### src/rtl/rv_decode_stage.sv
// rv_decode_stage
//   Pipelined RV64IM decode stage. It accepts a packet of LANES 32-bit
//   instructions and decodes each lane into register indices, a sign-extended
//   immediate, a micro-op code and flags. The decoded packet is registered and
//   offered downstream with a valid/ready handshake. A one-entry skid buffer
//   absorbs the cycle in which the consumer stalls, so in_ready depends only
//   on registered state. The stage also keeps a saturating count of illegal
//   lanes.
//
//   Optional feature macro: RV_DECODE_MEXT_EN
//     defined   : funct7=0000001 on OP/OP-32 decodes to MUL..REMU (uop 10-17)
//     undefined : those encodings are illegal, and no M decode logic exists
//
//   use_imm is set only by the OP-IMM / OP-IMM-32 forms. It marks that the
//   ALU second operand is the immediate. Loads, stores, branches and jumps
//   carry their immediate in imm, and their uop implies how it is used.
//
// Ports
//   clk, reset_n            clock, synchronous active-low reset
//   in_valid/in_ready       input handshake
//   in_pc, in_instr,        packet: lane-0 PC, LANES instruction words,
//   in_mask                 per-lane valid
//   out_valid/out_ready     output handshake
//   out_pc, out_lane_valid  registered in_pc / in_mask
//   out_uop, out_rs1/rs2/rd per-lane micro-op and register indices
//   out_imm                 per-lane sign-extended immediate
//   out_use_imm/is_word/    per-lane flags
//   out_illegal
//   illegal_count           saturating count of illegal valid lanes accepted
module rv_decode_stage #(
  parameter int LANES = 2,
  parameter int XLEN  = 64,
  parameter int CNT_W = 16
) (
  input  logic                    clk,
  input  logic                    reset_n,
  input  logic                    in_valid,
  output logic                    in_ready,
  input  logic [XLEN-1:0]         in_pc,
  input  logic [32*LANES-1:0]     in_instr,
  input  logic [LANES-1:0]        in_mask,
  output logic                    out_valid,
  input  logic                    out_ready,
  output logic [XLEN-1:0]         out_pc,
  output logic [LANES-1:0]        out_lane_valid,
  output logic [6*LANES-1:0]      out_uop,
  output logic [5*LANES-1:0]      out_rs1,
  output logic [5*LANES-1:0]      out_rs2,
  output logic [5*LANES-1:0]      out_rd,
  output logic [XLEN*LANES-1:0]   out_imm,
  output logic [LANES-1:0]        out_use_imm,
  output logic [LANES-1:0]        out_is_word,
  output logic [LANES-1:0]        out_illegal,
  output logic [CNT_W-1:0]        illegal_count
);

  localparam logic [6:0] OPC_OP      = 7'b0110011;
  localparam logic [6:0] OPC_OP32    = 7'b0111011;
  localparam logic [6:0] OPC_OPIMM   = 7'b0010011;
  localparam logic [6:0] OPC_OPIMM32 = 7'b0011011;
  localparam logic [6:0] OPC_LOAD    = 7'b0000011;
  localparam logic [6:0] OPC_STORE   = 7'b0100011;
  localparam logic [6:0] OPC_BRANCH  = 7'b1100011;
  localparam logic [6:0] OPC_LUI     = 7'b0110111;
  localparam logic [6:0] OPC_AUIPC   = 7'b0010111;
  localparam logic [6:0] OPC_JAL     = 7'b1101111;
  localparam logic [6:0] OPC_JALR    = 7'b1100111;

  localparam logic [5:0] UOP_ADD   = 6'd0;
  localparam logic [5:0] UOP_SUB   = 6'd1;
  localparam logic [5:0] UOP_SLL   = 6'd2;
  localparam logic [5:0] UOP_SLT   = 6'd3;
  localparam logic [5:0] UOP_SLTU  = 6'd4;
  localparam logic [5:0] UOP_XOR   = 6'd5;
  localparam logic [5:0] UOP_SRL   = 6'd6;
  localparam logic [5:0] UOP_SRA   = 6'd7;
  localparam logic [5:0] UOP_OR    = 6'd8;
  localparam logic [5:0] UOP_AND   = 6'd9;
`ifdef RV_DECODE_MEXT_EN
  localparam logic [5:0] UOP_MUL   = 6'd10;
`endif
  localparam logic [5:0] UOP_LB    = 6'd18;
  localparam logic [5:0] UOP_SB    = 6'd25;
  localparam logic [5:0] UOP_BEQ   = 6'd29;
  localparam logic [5:0] UOP_BNE   = 6'd30;
  localparam logic [5:0] UOP_BLT   = 6'd31;
  localparam logic [5:0] UOP_BGE   = 6'd32;
  localparam logic [5:0] UOP_BLTU  = 6'd33;
  localparam logic [5:0] UOP_BGEU  = 6'd34;
  localparam logic [5:0] UOP_LUI   = 6'd35;
  localparam logic [5:0] UOP_AUIPC = 6'd36;
  localparam logic [5:0] UOP_JAL   = 6'd37;
  localparam logic [5:0] UOP_JALR  = 6'd38;

  typedef struct packed {
    logic [5:0]      uop;
    logic [4:0]      rs1;
    logic [4:0]      rs2;
    logic [4:0]      rd;
    logic [XLEN-1:0] imm;
    logic            use_imm;
    logic            is_word;
    logic            illegal;
  } lane_t;

  typedef struct packed {
    logic [XLEN-1:0]         pc;
    logic [LANES-1:0]        mask;
    lane_t [LANES-1:0]       lanes;
  } pkt_t;

  function automatic logic [5:0] alu_uop(input logic [2:0] f3);
    case (f3)
      3'b000:  return UOP_ADD;
      3'b001:  return UOP_SLL;
      3'b010:  return UOP_SLT;
      3'b011:  return UOP_SLTU;
      3'b100:  return UOP_XOR;
      3'b101:  return UOP_SRL;
      3'b110:  return UOP_OR;
      default: return UOP_AND;
    endcase
  endfunction

  function automatic lane_t decode_lane(input logic [31:0] ins);
    lane_t           d;
    logic            ok;
    logic [6:0]      opc;
    logic [6:0]      f7;
    logic [2:0]      f3;
    logic [XLEN-1:0] imm_i, imm_s, imm_b, imm_u, imm_j, shamt;
    opc   = ins[6:0];
    f3    = ins[14:12];
    f7    = ins[31:25];
    ok    = 1'b1;
    imm_i = {{(XLEN-12){ins[31]}}, ins[31:20]};
    imm_s = {{(XLEN-12){ins[31]}}, ins[31:25], ins[11:7]};
    imm_b = {{(XLEN-13){ins[31]}}, ins[31], ins[7], ins[30:25], ins[11:8], 1'b0};
    imm_u = {{(XLEN-32){ins[31]}}, ins[31:12], 12'b0};
    imm_j = {{(XLEN-21){ins[31]}}, ins[31], ins[19:12], ins[20], ins[30:21], 1'b0};
    shamt = {{(XLEN-6){1'b0}}, ins[25:20]};
    d     = '0;
    d.rs1 = ins[19:15];
    d.rs2 = ins[24:20];
    d.rd  = ins[11:7];
    if (ins[1:0] != 2'b11) begin
      ok = 1'b0;
    end else begin
      case (opc)
        OPC_OP, OPC_OP32: begin
          d.is_word = (opc == OPC_OP32);
          case (f7)
            7'b0000000: begin
              d.uop = alu_uop(f3);
              if (d.is_word && !(f3 == 3'b000 || f3 == 3'b001 || f3 == 3'b101))
                ok = 1'b0;
            end
            7'b0100000: begin
              if (f3 == 3'b000)      d.uop = UOP_SUB;
              else if (f3 == 3'b101) d.uop = UOP_SRA;
              else                   ok = 1'b0;
            end
`ifdef RV_DECODE_MEXT_EN
            7'b0000001: begin
              d.uop = UOP_MUL + {3'b000, f3};
              // RV64M W-forms exist only for MULW/DIVW/DIVUW/REMW/REMUW
              if (d.is_word && (f3 == 3'b001 || f3 == 3'b010 || f3 == 3'b011))
                ok = 1'b0;
            end
`endif
            default: ok = 1'b0;
          endcase
        end
        OPC_OPIMM: begin
          d.use_imm = 1'b1;
          d.rs2     = '0;
          d.imm     = imm_i;
          d.uop     = alu_uop(f3);
          if (f3 == 3'b001) begin
            d.imm = shamt;
            ok    = (ins[31:26] == 6'b000000);
          end else if (f3 == 3'b101) begin
            d.imm = shamt;
            d.uop = ins[30] ? UOP_SRA : UOP_SRL;
            ok    = (ins[31:26] == 6'b000000) || (ins[31:26] == 6'b010000);
          end
        end
        OPC_OPIMM32: begin
          d.use_imm = 1'b1;
          d.is_word = 1'b1;
          d.rs2     = '0;
          d.uop     = alu_uop(f3);
          case (f3)
            3'b000: d.imm = imm_i;
            3'b001: begin
              d.imm = shamt;
              ok    = (ins[31:25] == 7'b0000000);
            end
            3'b101: begin
              d.imm = shamt;
              d.uop = ins[30] ? UOP_SRA : UOP_SRL;
              ok    = ((ins[31:26] == 6'b000000) || (ins[31:26] == 6'b010000)) && !ins[25];
            end
            default: ok = 1'b0;
          endcase
        end
        OPC_LOAD: begin
          d.rs2 = '0;
          d.imm = imm_i;
          d.uop = UOP_LB + {3'b000, f3};
          if (f3 == 3'b111) ok = 1'b0;
        end
        OPC_STORE: begin
          d.rd  = '0;
          d.imm = imm_s;
          d.uop = UOP_SB + {4'b0000, f3[1:0]};
          if (f3[2]) ok = 1'b0;
        end
        OPC_BRANCH: begin
          d.rd  = '0;
          d.imm = imm_b;
          case (f3)
            3'b000:  d.uop = UOP_BEQ;
            3'b001:  d.uop = UOP_BNE;
            3'b100:  d.uop = UOP_BLT;
            3'b101:  d.uop = UOP_BGE;
            3'b110:  d.uop = UOP_BLTU;
            3'b111:  d.uop = UOP_BGEU;
            default: ok = 1'b0;
          endcase
        end
        OPC_LUI, OPC_AUIPC: begin
          d.rs1 = '0;
          d.rs2 = '0;
          d.imm = imm_u;
          d.uop = (opc == OPC_LUI) ? UOP_LUI : UOP_AUIPC;
        end
        OPC_JAL: begin
          d.rs1 = '0;
          d.rs2 = '0;
          d.imm = imm_j;
          d.uop = UOP_JAL;
        end
        OPC_JALR: begin
          d.rs2 = '0;
          d.imm = imm_i;
          d.uop = UOP_JALR;
          ok    = (f3 == 3'b000);
        end
        default: ok = 1'b0;
      endcase
    end
    if (!ok) begin
      d         = '0;
      d.illegal = 1'b1;
    end
    return d;
  endfunction

  pkt_t             dec;
  pkt_t             out_q;
  pkt_t             skid_q;
  logic             skid_full;
  logic             acc;
  logic [CNT_W:0]   n_ill;
  logic [CNT_W:0]   cnt_sum;

  always_comb begin
    dec      = '0;
    dec.pc   = in_pc;
    dec.mask = in_mask;
    for (int i = 0; i < LANES; i++) begin
      if (in_mask[i]) dec.lanes[i] = decode_lane(in_instr[32*i +: 32]);
    end
  end

  always_comb begin
    n_ill = '0;
    for (int i = 0; i < LANES; i++) n_ill = n_ill + {{CNT_W{1'b0}}, dec.lanes[i].illegal};
    cnt_sum = {1'b0, illegal_count} + n_ill;
  end

  // in_ready comes only from the skid flag, so out_ready never reaches it
  assign in_ready = !skid_full;
  assign acc      = in_valid && !skid_full;

  always_ff @(posedge clk) begin
    if (!reset_n) begin
      out_q         <= '0;
      skid_q        <= '0;
      out_valid     <= 1'b0;
      skid_full     <= 1'b0;
      illegal_count <= '0;
    end else begin
      if (!out_valid || out_ready) begin
        if (skid_full) begin
          out_q     <= skid_q;
          out_valid <= 1'b1;
          skid_full <= 1'b0;
        end else if (acc) begin
          out_q     <= dec;
          out_valid <= 1'b1;
        end else begin
          out_valid <= 1'b0;
        end
      end else if (acc) begin
        skid_q    <= dec;
        skid_full <= 1'b1;
      end
      if (acc) illegal_count <= cnt_sum[CNT_W] ? '1 : cnt_sum[CNT_W-1:0];
    end
  end

  assign out_pc         = out_q.pc;
  assign out_lane_valid = out_q.mask;

  for (genvar g = 0; g < LANES; g++) begin : g_out
    assign out_uop[6*g +: 6]        = out_q.lanes[g].uop;
    assign out_rs1[5*g +: 5]        = out_q.lanes[g].rs1;
    assign out_rs2[5*g +: 5]        = out_q.lanes[g].rs2;
    assign out_rd[5*g +: 5]         = out_q.lanes[g].rd;
    assign out_imm[XLEN*g +: XLEN]  = out_q.lanes[g].imm;
    assign out_use_imm[g]           = out_q.lanes[g].use_imm;
    assign out_is_word[g]           = out_q.lanes[g].is_word;
    assign out_illegal[g]           = out_q.lanes[g].illegal;
  end

endmodule

### config.mk
export PLATFORM = sky130hd
export DESIGN_NAME = rv_decode_stage
export DESIGN_NICKNAME = d
export VERILOG_FILES = /design/src/rtl/rv_decode_stage.sv
export SDC_FILE = /design/constraint.sdc
export NUM_CORES = 1
export LEC_CHECK = 0
export CORE_AREA = 2 2 207 209
export CTS_BUF_LIST = sky130_fd_sc_hd__clkbuf_4 sky130_fd_sc_hd__clkbuf_8
export CTS_CLUSTER_SIZE = 25
export DETAILED_ROUTE_END_ITERATION = 10
export DIE_AREA = 0 0 209 211
export PLACE_DENSITY = 0.67
export RECOVER_POWER = 50
export SYNTH_ARGS = -nofsm -noshare
export SYNTH_HDL_FRONTEND = slang
export SYNTH_SLANG_ARGS = --single-unit
### constraint.sdc
create_clock -name clk -period 6.14 [get_ports clk]
set_input_delay 1.228 -clock clk [delete_from_list [all_inputs] [get_ports clk]]
set_output_delay 1.228 -clock clk [all_outputs]
set_load 0.02 [all_outputs]
* Yosys cells after proc, flatten, opt, wreduce, memory -nomap -nowiden
Cells that the tools add are included.
** Operators by class
- Add/subtract/negate cells :: 6
- Eq/ne operators :: 42
- Mux-type cells :: 77
- Bitwise logic cells :: 2
- Reductions and logical operators :: 46
** Operators with widths (count)
- $pmux 64 s7 :: 2
- $mux 242 :: 2
- $mux 88 :: 4
- $mux 64 :: 4
- $pmux 64 s2 :: 2
- $mux 87 :: 2
- $pmux 6 s9 :: 2
- $pmux 6 s6 :: 2
- $eq 7x6->1 const B :: 10
- $pmux 4 s7 :: 2
- $pmux 4 s6 :: 2
- $eq 7x5->1 const B :: 6
- $eq 7x7->1 const B :: 6
- $mux 5 :: 6
- $mux 1 :: 26
- $reduce_or 2->1 :: 13
- $eq 3x3->1 const B :: 8
- $mux 3 :: 6
- $add 16x2->17 :: 1
- $mux 16 :: 1
- $pmux 1 s8 :: 2
- $pmux 4 s2 :: 2
- $eq 7x2->1 const B :: 2
- $logic_not 7->1 :: 2
- other kinds (22) :: 58
** Storage, ports and cells
- Flip-flop bits (word level) :: 502
- Bits of input ports :: 134

* Logic depth before layout (Yosys ltp)
Gate-level depths: netlist (run 1).
- Word-level depth :: 15
- Mapped depth :: 17

* Worst setup path before layout (run 1)
Ideal clock, no wire load.
- Path type :: input port to flip-flop
- Start point :: in in_instr[46]
- End point :: reg illegal_count[12]
- Setup time :: 0.116 ns
- Data arrival time :: 4.190 ns
- Required time :: 6.024 ns
- Path slack :: 1.833 ns
- Cell stages on the path :: 16
- Path buffers :: 2
- Path through :: clkbuf_1 -> inv_1 -> ha_1 -> nor4b_1 -> a311oi_1 -> nor4_2 -> buf_2 -> nand2_1 -> fa_1 -> inv_1 -> ha_1 -> nand4_1 -> nor2_1 -> and3_1 -> nand3_1 -> o211a_1
** On the way
- Cells in the longest elaborated chain, start to end :: 15
- Elaborated cells on any way between the ends :: 29
** Ends and longest elaborated chain
- start, declared :: RTL line 40 : input logic [32*LANES-1:0] in_instr,
- $eq 3x1->1 or $logic_not 3->1 (tied branches)
- $logic_or 1x1->1 (2 in series) :: RTL line 155 : if (d.is_word && !(f3 == 3'b000 || f3 == 3'b001 || f3 == 3'b101))
- $logic_not 1->1 :: RTL line 155
- $logic_and 1x1->1 :: RTL line 155
- $mux 1 :: RTL line 155
- $pmux 1 s2 :: RTL line 152 : case (f7)
- $pmux 1 s8 (*) :: RTL line 149 : case (opc)
- $mux 1 (*) :: RTL line 146 : if (ins[1:0] != 2'b11) begin
- $mux 1 (*) :: RTL line 273 : if (in_mask[i]) dec.lanes[i] = decode_lane(in_instr[32*i +: 32]);
- $mux 88 (*) :: RTL line 253 : if (!ok) begin
- $mux 88 (*) :: RTL line 273
- $add 1x1->2 (*) :: RTL line 279 : for (int i = 0; i < LANES; i++) n_ill = n_ill + {{CNT_W{1'b0}}, dec.lanes[i].illegal};
- $add 16x2->17 (*) :: RTL line 280 : cnt_sum = {1'b0, illegal_count} + n_ill;
- $mux 16 (*) :: RTL line 310 : if (acc) illegal_count <= cnt_sum[CNT_W] ? '1 : cnt_sum[CNT_W-1:0];
- end signal, assigned :: RTL line 310
- end, declared :: RTL line 54 : output logic [CNT_W-1:0] illegal_count
Every way passes the cells marked *; elsewhere a longest branch is shown, timed or not. The select of a mux whose other input is x is not followed.
A chain may end at the register's enable or synchronous reset.

* Worst setup path in the final report (run 1)
- Start point :: reg skid_full
- End point :: reg out_q, in the netlist out_imm[83]
** On the way
- Cells in the longest elaborated chain, start to end :: 4
- Elaborated cells on any way between the ends :: 5
** Ends and longest elaborated chain
- start, declared :: RTL line 263 : logic skid_full;
- start signal, assigned :: RTL line 292 : skid_full <= 1'b0;
- start signal, assigned :: RTL line 299 : skid_full <= 1'b0;
- start signal, assigned :: RTL line 308 : skid_full <= 1'b1;
- $logic_not 1->1 :: RTL line 285 : assign acc = in_valid && !skid_full;
- $logic_and 1x1->1 :: RTL line 285
- $reduce_bool 2->1 (no line)
- $reduce_and 2->1 (no line)
- end signal, assigned :: RTL line 297 : out_q <= skid_q;
- end, declared :: RTL line 261 : pkt_t out_q;
Several ways; a longest one is shown, not always the timed one.

==> results of run 1 <==
## state kept, by name, summed over array words and instances, names as in the netlist, 2 cells and up
name and cells:
out_use_imm 2, out_is_word 2, out_illegal 2, out_rd 10, out_rs2 10, illegal_count 16, out_rs1 10, out_uop 12
out_pc 64, skid_q 178, out_lane_valid 2, out_imm 64
## kinds of logic after synthesis
family | count (synthesis)
compound gates | 661
simple gates | 612
flops | 374
buf+inv | 261
mux | 66
fa+ha+maj | 15
xor+xnor | 12
## power breakdown
part           leakage [nW]  internal [mW]  total, mW  switching, mW
combinational          4.73          0.354      0.877          0.523
sequential             3.05           2.52       2.57         0.0549
clock                 0.768           1.51       2.55           1.04
## routing by layer
layer  wire, um  vias to the layer above
met1      25600                     7663
met4       1780                        2
met5         13                        -
li1           -                     7736
met3       4000                      110
met2      25800                      597
## cells in the mapped netlist (20+ instances only)
cell	n	area share (%)
nand2_1	223	4.9
a22o_1	78	4.0
mux2i_1	65	3.8
a21o_1	25	1.1
o21ai_0	143	4.2
a211oi_1	71	3.1
a221oi_1	65	3.4
a32o_1	20	1.2
nand3_1	62	1.8
clkbuf_1	142	3.1
nor3_1	23	0.68
a21oi_1	167	4.9
and3_1	27	1.0
inv_1	21	0.46
dfxtp_1	374	44
buf_4	67	3.0
nor2_1	190	4.2
## worst max path at each step
stage	end	start	slack, ns	cells past startpoint
3_5_place_dp	illegal_count[12]	in_instr[12]	0.80	15
2_1_floorplan	illegal_count[12]	in_instr[46]	1.83	16
4_1_cts	illegal_count[12]	in_instr[12]	1.43	15
5_1_grt	out_imm[79]	skid_full	0.88	5
3_3_place_gp	illegal_count[14]	in_instr[12]	0.82	15
6_report	out_imm[83]	skid_full	1.22	5
## cell usage in the layout (no fill, tap or decap), types with 8 or more instances in the layout
cell / instances
a22o_1: 78
nor2b_1: 11
o21ai_0: 142
ha_1: 14
nor2_1: 189
clkdlybuf4s50_1: 198
clkbuf_8: 86
a32o_1: 20
a21oi_1: 167
nand3_1: 62
and3_1: 27
buf_4: 29
a31oi_1: 13
a21o_1: 25
o22ai_1: 8
a211oi_1: 71
o211ai_1: 14
xor2_1: 9
a221oi_1: 65
mux2i_1: 65
nor3_1: 23
dlygate4sd3_1: 194
inv_1: 21
nand4_1: 12
nand2_1: 223
nand2b_1: 12
dfxtp_1: 373
or3_1: 11
clkbuf_4: 20
## critical path, delay by kind of cell (launching register included)
family          cells  cell delay (ns)
buf+inv             2             2.37
compound gates      2             0.75
flops               1             0.93
simple gates        1             0.77
## area by class of cell
type                    count  area [um^2]
flip-flops and latches    374         7490
repair buffers            424         4170
clock inverters            10          145
diodes                      3         7.51
well taps                 539          674
clock buffers             106         1330
inverters                  23         88.8
fillers                  3833        19600
multi-input cells        1366         8250
==> reports/qor.csv, run 1 <==
metric,value,unit
cp-start-kind,flip-flop,
tns,0,ns
worst_slack,1.22,ns
path_clk_slew,0.06,ns
die_h,211,um
p_total,6.00,mW
synthesis.area,0.0170,mm^2
antenna_found_initial,5,
ant_nets,0,
holdPathStages,2,
cts.sinks,374,
synth.area.mux_share,3.90,%
synth_compound_area_share,26.1,%
crit_path_cell_trace,"clkbuf_1, o21ai_4, buf_4, nor4_1, o2bb2ai_1",
cp_data_required_time,6.68,ns
syn_to_final_growth,30.7,%
slew_headroom,-74.0,%
violations,"capacitance limit, slew limit",
io_buffers,393,
grt_pass1_vias,15400,
die_w,209,um
tritoncts,built,
rsz0062_at_grt,no,
fp.dieArea,0.0441,mm^2
crit_fanout,69,
worst-r2r-setup-slack,1.22,ns
finalWorstPathRequiredPeriod,4.92,ns
peakVddDrop,0.173,mV
critPathArrivalTime,5.45,ns
rows,75,
synth_fa_ha_area_share,1.15,%
drtIter0Drc,1062,
fin_hold_ws,0.448,ns
syn_inst,2001,
wl_per_cell,20.1,um
tightest_slew,2.61,ns
grt_pass1_wl,88100,um
syn_area_per_cell,8.47,um^2
htree_levels,3,
final_core_util,53.1,%
max_freq,203,MHz
grt_usage,25.0,%
post-place-ws,0.796,ns
synthFlopType,dfxtp_1,
skew,0.0277,ns
initial_core_util,40.6,%
reg2regPathDepth,5,
hold_start,skid_q[112],
synth_enable_flop_cells,0,
dp_cells,2726,
design_area,0.0222,mm^2
cts_resized,0,
via_count,16100,
max-cap-violations,2,
dr.pass1.iters,5,
drc,0,
grt_max_degree,155,
coreArea,0.0418,mm^2
cts_root_buffer,clkbuf_8,
min_to,skid_q[112],
ys_seq_elements,374,
vias_per_cell,5.66,
yosys.area_share.simple,16.6,%
synth_top_family_by_area,compound AO/OA/AOI/OAI gates,
setup_viol,0,
ys_seq_area_share,44.2,%
cts_setup_buffers,0,
use_met2,39.5,%
clk_latency,0.60,ns
grt_overflow,0,
place_area,0.0207,mm^2
dp_hpwl,38200,um
cts.hold.buffers_added,0,
powerDensity,271,mW/mm^2
rr_endpoint,out_imm[83],
slowest_delay,1.91,ns
use_met1,33.1,%
critPathSlowestCell,clkbuf_1,
finalHoldViolCount,0,
final-instance-count-excl-fill,2845,
synthXorXnorAreaFrac,0.620,%
yosysWarnings,0,
synth.distinct_cells,77,
cts_buffers,68,
slew_viol_final,95,
hp-class,reg2reg,
final_nets,2406,
wl,57200,um
reg2reg_from,skid_full,
fin_crit_sh,80.1,%
busiest_layer,met2,
async_flop_share,0,%
cts.path.max_buffers,3,
synthesis.nets,2150,
drive_gt1_share,7.51,%
p_leak,8.54,nW
use_met3,6.16,%
gp_congestion,0.863,
status,finished with violations,
ios,394,
crit_type,reg2reg,
end_kind,flip-flop,
Note: power is estimated with default switching activity, not from simulation.
==> inputs of run 2 (changes only) <==
--- a/config.mk
+++ b/config.mk
@@ -10,7 +10,7 @@
 export CTS_CLUSTER_SIZE = 25
 export DETAILED_ROUTE_END_ITERATION = 10
 export DIE_AREA = 0 0 209 211
-export PLACE_DENSITY = 0.67
+export PLACE_DENSITY = 0.7
 export RECOVER_POWER = 50
 export SYNTH_ARGS = -nofsm -noshare
 export SYNTH_HDL_FRONTEND = slang
==> constraint.sdc (replaced) <==
create_clock -name clk -period 3.96 [get_ports clk]
set_input_delay 0.792 -clock clk [delete_from_list [all_inputs] [get_ports clk]]
set_output_delay 0.792 -clock clk [all_outputs]
set_load 0.02 [all_outputs]
==> reports/qor.csv, run 2 (synthesis results as in run 1) <==
metric,value,unit
htree_levels,3,
initial_core_util,40.6,%
cp-start-kind,primary input,
coreArea,0.0418,mm^2
multi_input_area,0.00826,mm^2
antenna_found_initial,4,
status,finished with violations,
slew_viol_final,68,
io_buffers,393,
p_leak,9.10,nW
syn_to_final_growth,35.9,%
fin_hold_ws,0.447,ns
cp_data_required_time,4.50,ns
drive_gt1_share,11.9,%
grt_usage,25.8,%
grt_pass1_wl,90800,um
wl,58300,um
ant_nets,0,
critPathArrivalTime,4.23,ns
rsz0062_at_grt,no,
gp_congestion,0.934,
dp_hpwl,40000,um
dr.pass1.iters,6,
via_count,16600,
crit_fanout,9,
crit_type,in2reg,
highest_layer,met4,
largest_register_ffs,178,
reg2regPathDepth,6,
dr_wl_met3,3780,um
routedLengthMet1,25200,um
max_freq,271,MHz
setup_viol,0,
route.met2.wl,27100,um
final_common_cell,dfxtp_1,
dp_cells,2837,
cts_buffers,66,
max-cap-violations,1,
cts.path.max_buffers,3,
end_kind,flip-flop,
grt_max_degree,162,
fin_crit_sh,93.2,%
worst-r2r-setup-slack,0.33,ns
post-place-ws,-0.390,ns
ios,394,
rows,75,
hp-class,reg2reg,
vias_per_cell,5.62,
place_area,0.0216,mm^2
finalWorstPathRequiredPeriod,3.69,ns
finalHoldViolCount,0,
clk_latency,0.62,ns
tns,0,ns
grt_pass1_vias,16000,
final_nets,2515,
cts.sinks,374,
powerDensity,404,mW/mm^2
die_h,211,um
regArea,0.00749,mm^2
cts_root_buffer,clkbuf_8,
drc,0,
peakVddDrop,0.262,mV
grt_overflow,0,
tightest_slew,1.61,ns
die_w,209,um
violations,"capacitance limit, slew limit",
path_clk_slew,0.06,ns
final-instance-count-excl-fill,2961,
design_area,0.0230,mm^2
drtIter0Drc,1286,
slew_headroom,-7.56,%
nFillCells,3818,
regMostFlops,skid_q,
skew,0.0286,ns
final_cell_mix,"dfxtp_1 (374), nand2_1 (222), clkdlybuf4s50_1 (201)",
holdPathStages,2,
worst_slack,0.268,ns
fp.dieArea,0.0441,mm^2
tritoncts,built,
wl_per_cell,19.7,um
==> run 2: area by class of cell <==
class | instances | area share [%]
diodes | 4 | 0.0434
clock buffers | 109 | 5.91
clock inverters | 11 | 0.429
inverters | 23 | 0.385
multi-input cells | 1366 | 35.8
flip-flops and latches | 374 | 32.5
well taps | 539 | 2.93
repair buffers | 535 | 22.0
==> run 2: final timing paths <==
| path | startpoint | to |
|---|---|---|
| max | in_instr[45] | illegal_count[4] |
| max reg2reg | skid_full | out_illegal[1] |
| min reg2reg | skid_q[113] | skid_q[113] |
| min | skid_q[113] | skid_q[113] |
==> run 2: what timing repair did <==
action,4_1_cts,5_1_grt
endpoints found under the setup margin,0,2
hold buffers,0,0
buffers inserted,0,0
gates resized for setup,0,1
==> run 2: routing by layer <==
layer  vias up  track usage [%]
li1       7975                -
met1      7930             33.7
met2       620             40.8
met3       119             5.63
met4         0             11.7
met5         -                0
==> run 2: worst max-delay path, stage by stage <==
cell	delay, ns
clkdlybuf4s50_1	0.50
inv_1	0.09
ha_1	0.20
nor2b_1	0.16
a41oi_1	0.18
o22ai_1	0.12
nor4_2	0.44
nand2_1	0.17
fa_1	0.42
inv_1	0.09
ha_1	0.18
nand4_1	0.16
or3_1	0.54
a21oi_1	0.18
==> run 2: metrics by stage <==
step	utilization [%]	total power, mW
after detailed placement	51.8	5.56
final	55.2	9.30
after CTS	55.3	9.45
after floorplan	-	4.84
after global routing	55.2	9.71
after global placement	51.8	5.55
==> run 2: where the power goes <==
part           total (mW)  switching (mW)  internal, mW
clock network        3.87            1.62          2.25
logic                1.44           0.832         0.610
registers            3.99          0.0855          3.91
total                9.30            2.54          6.77
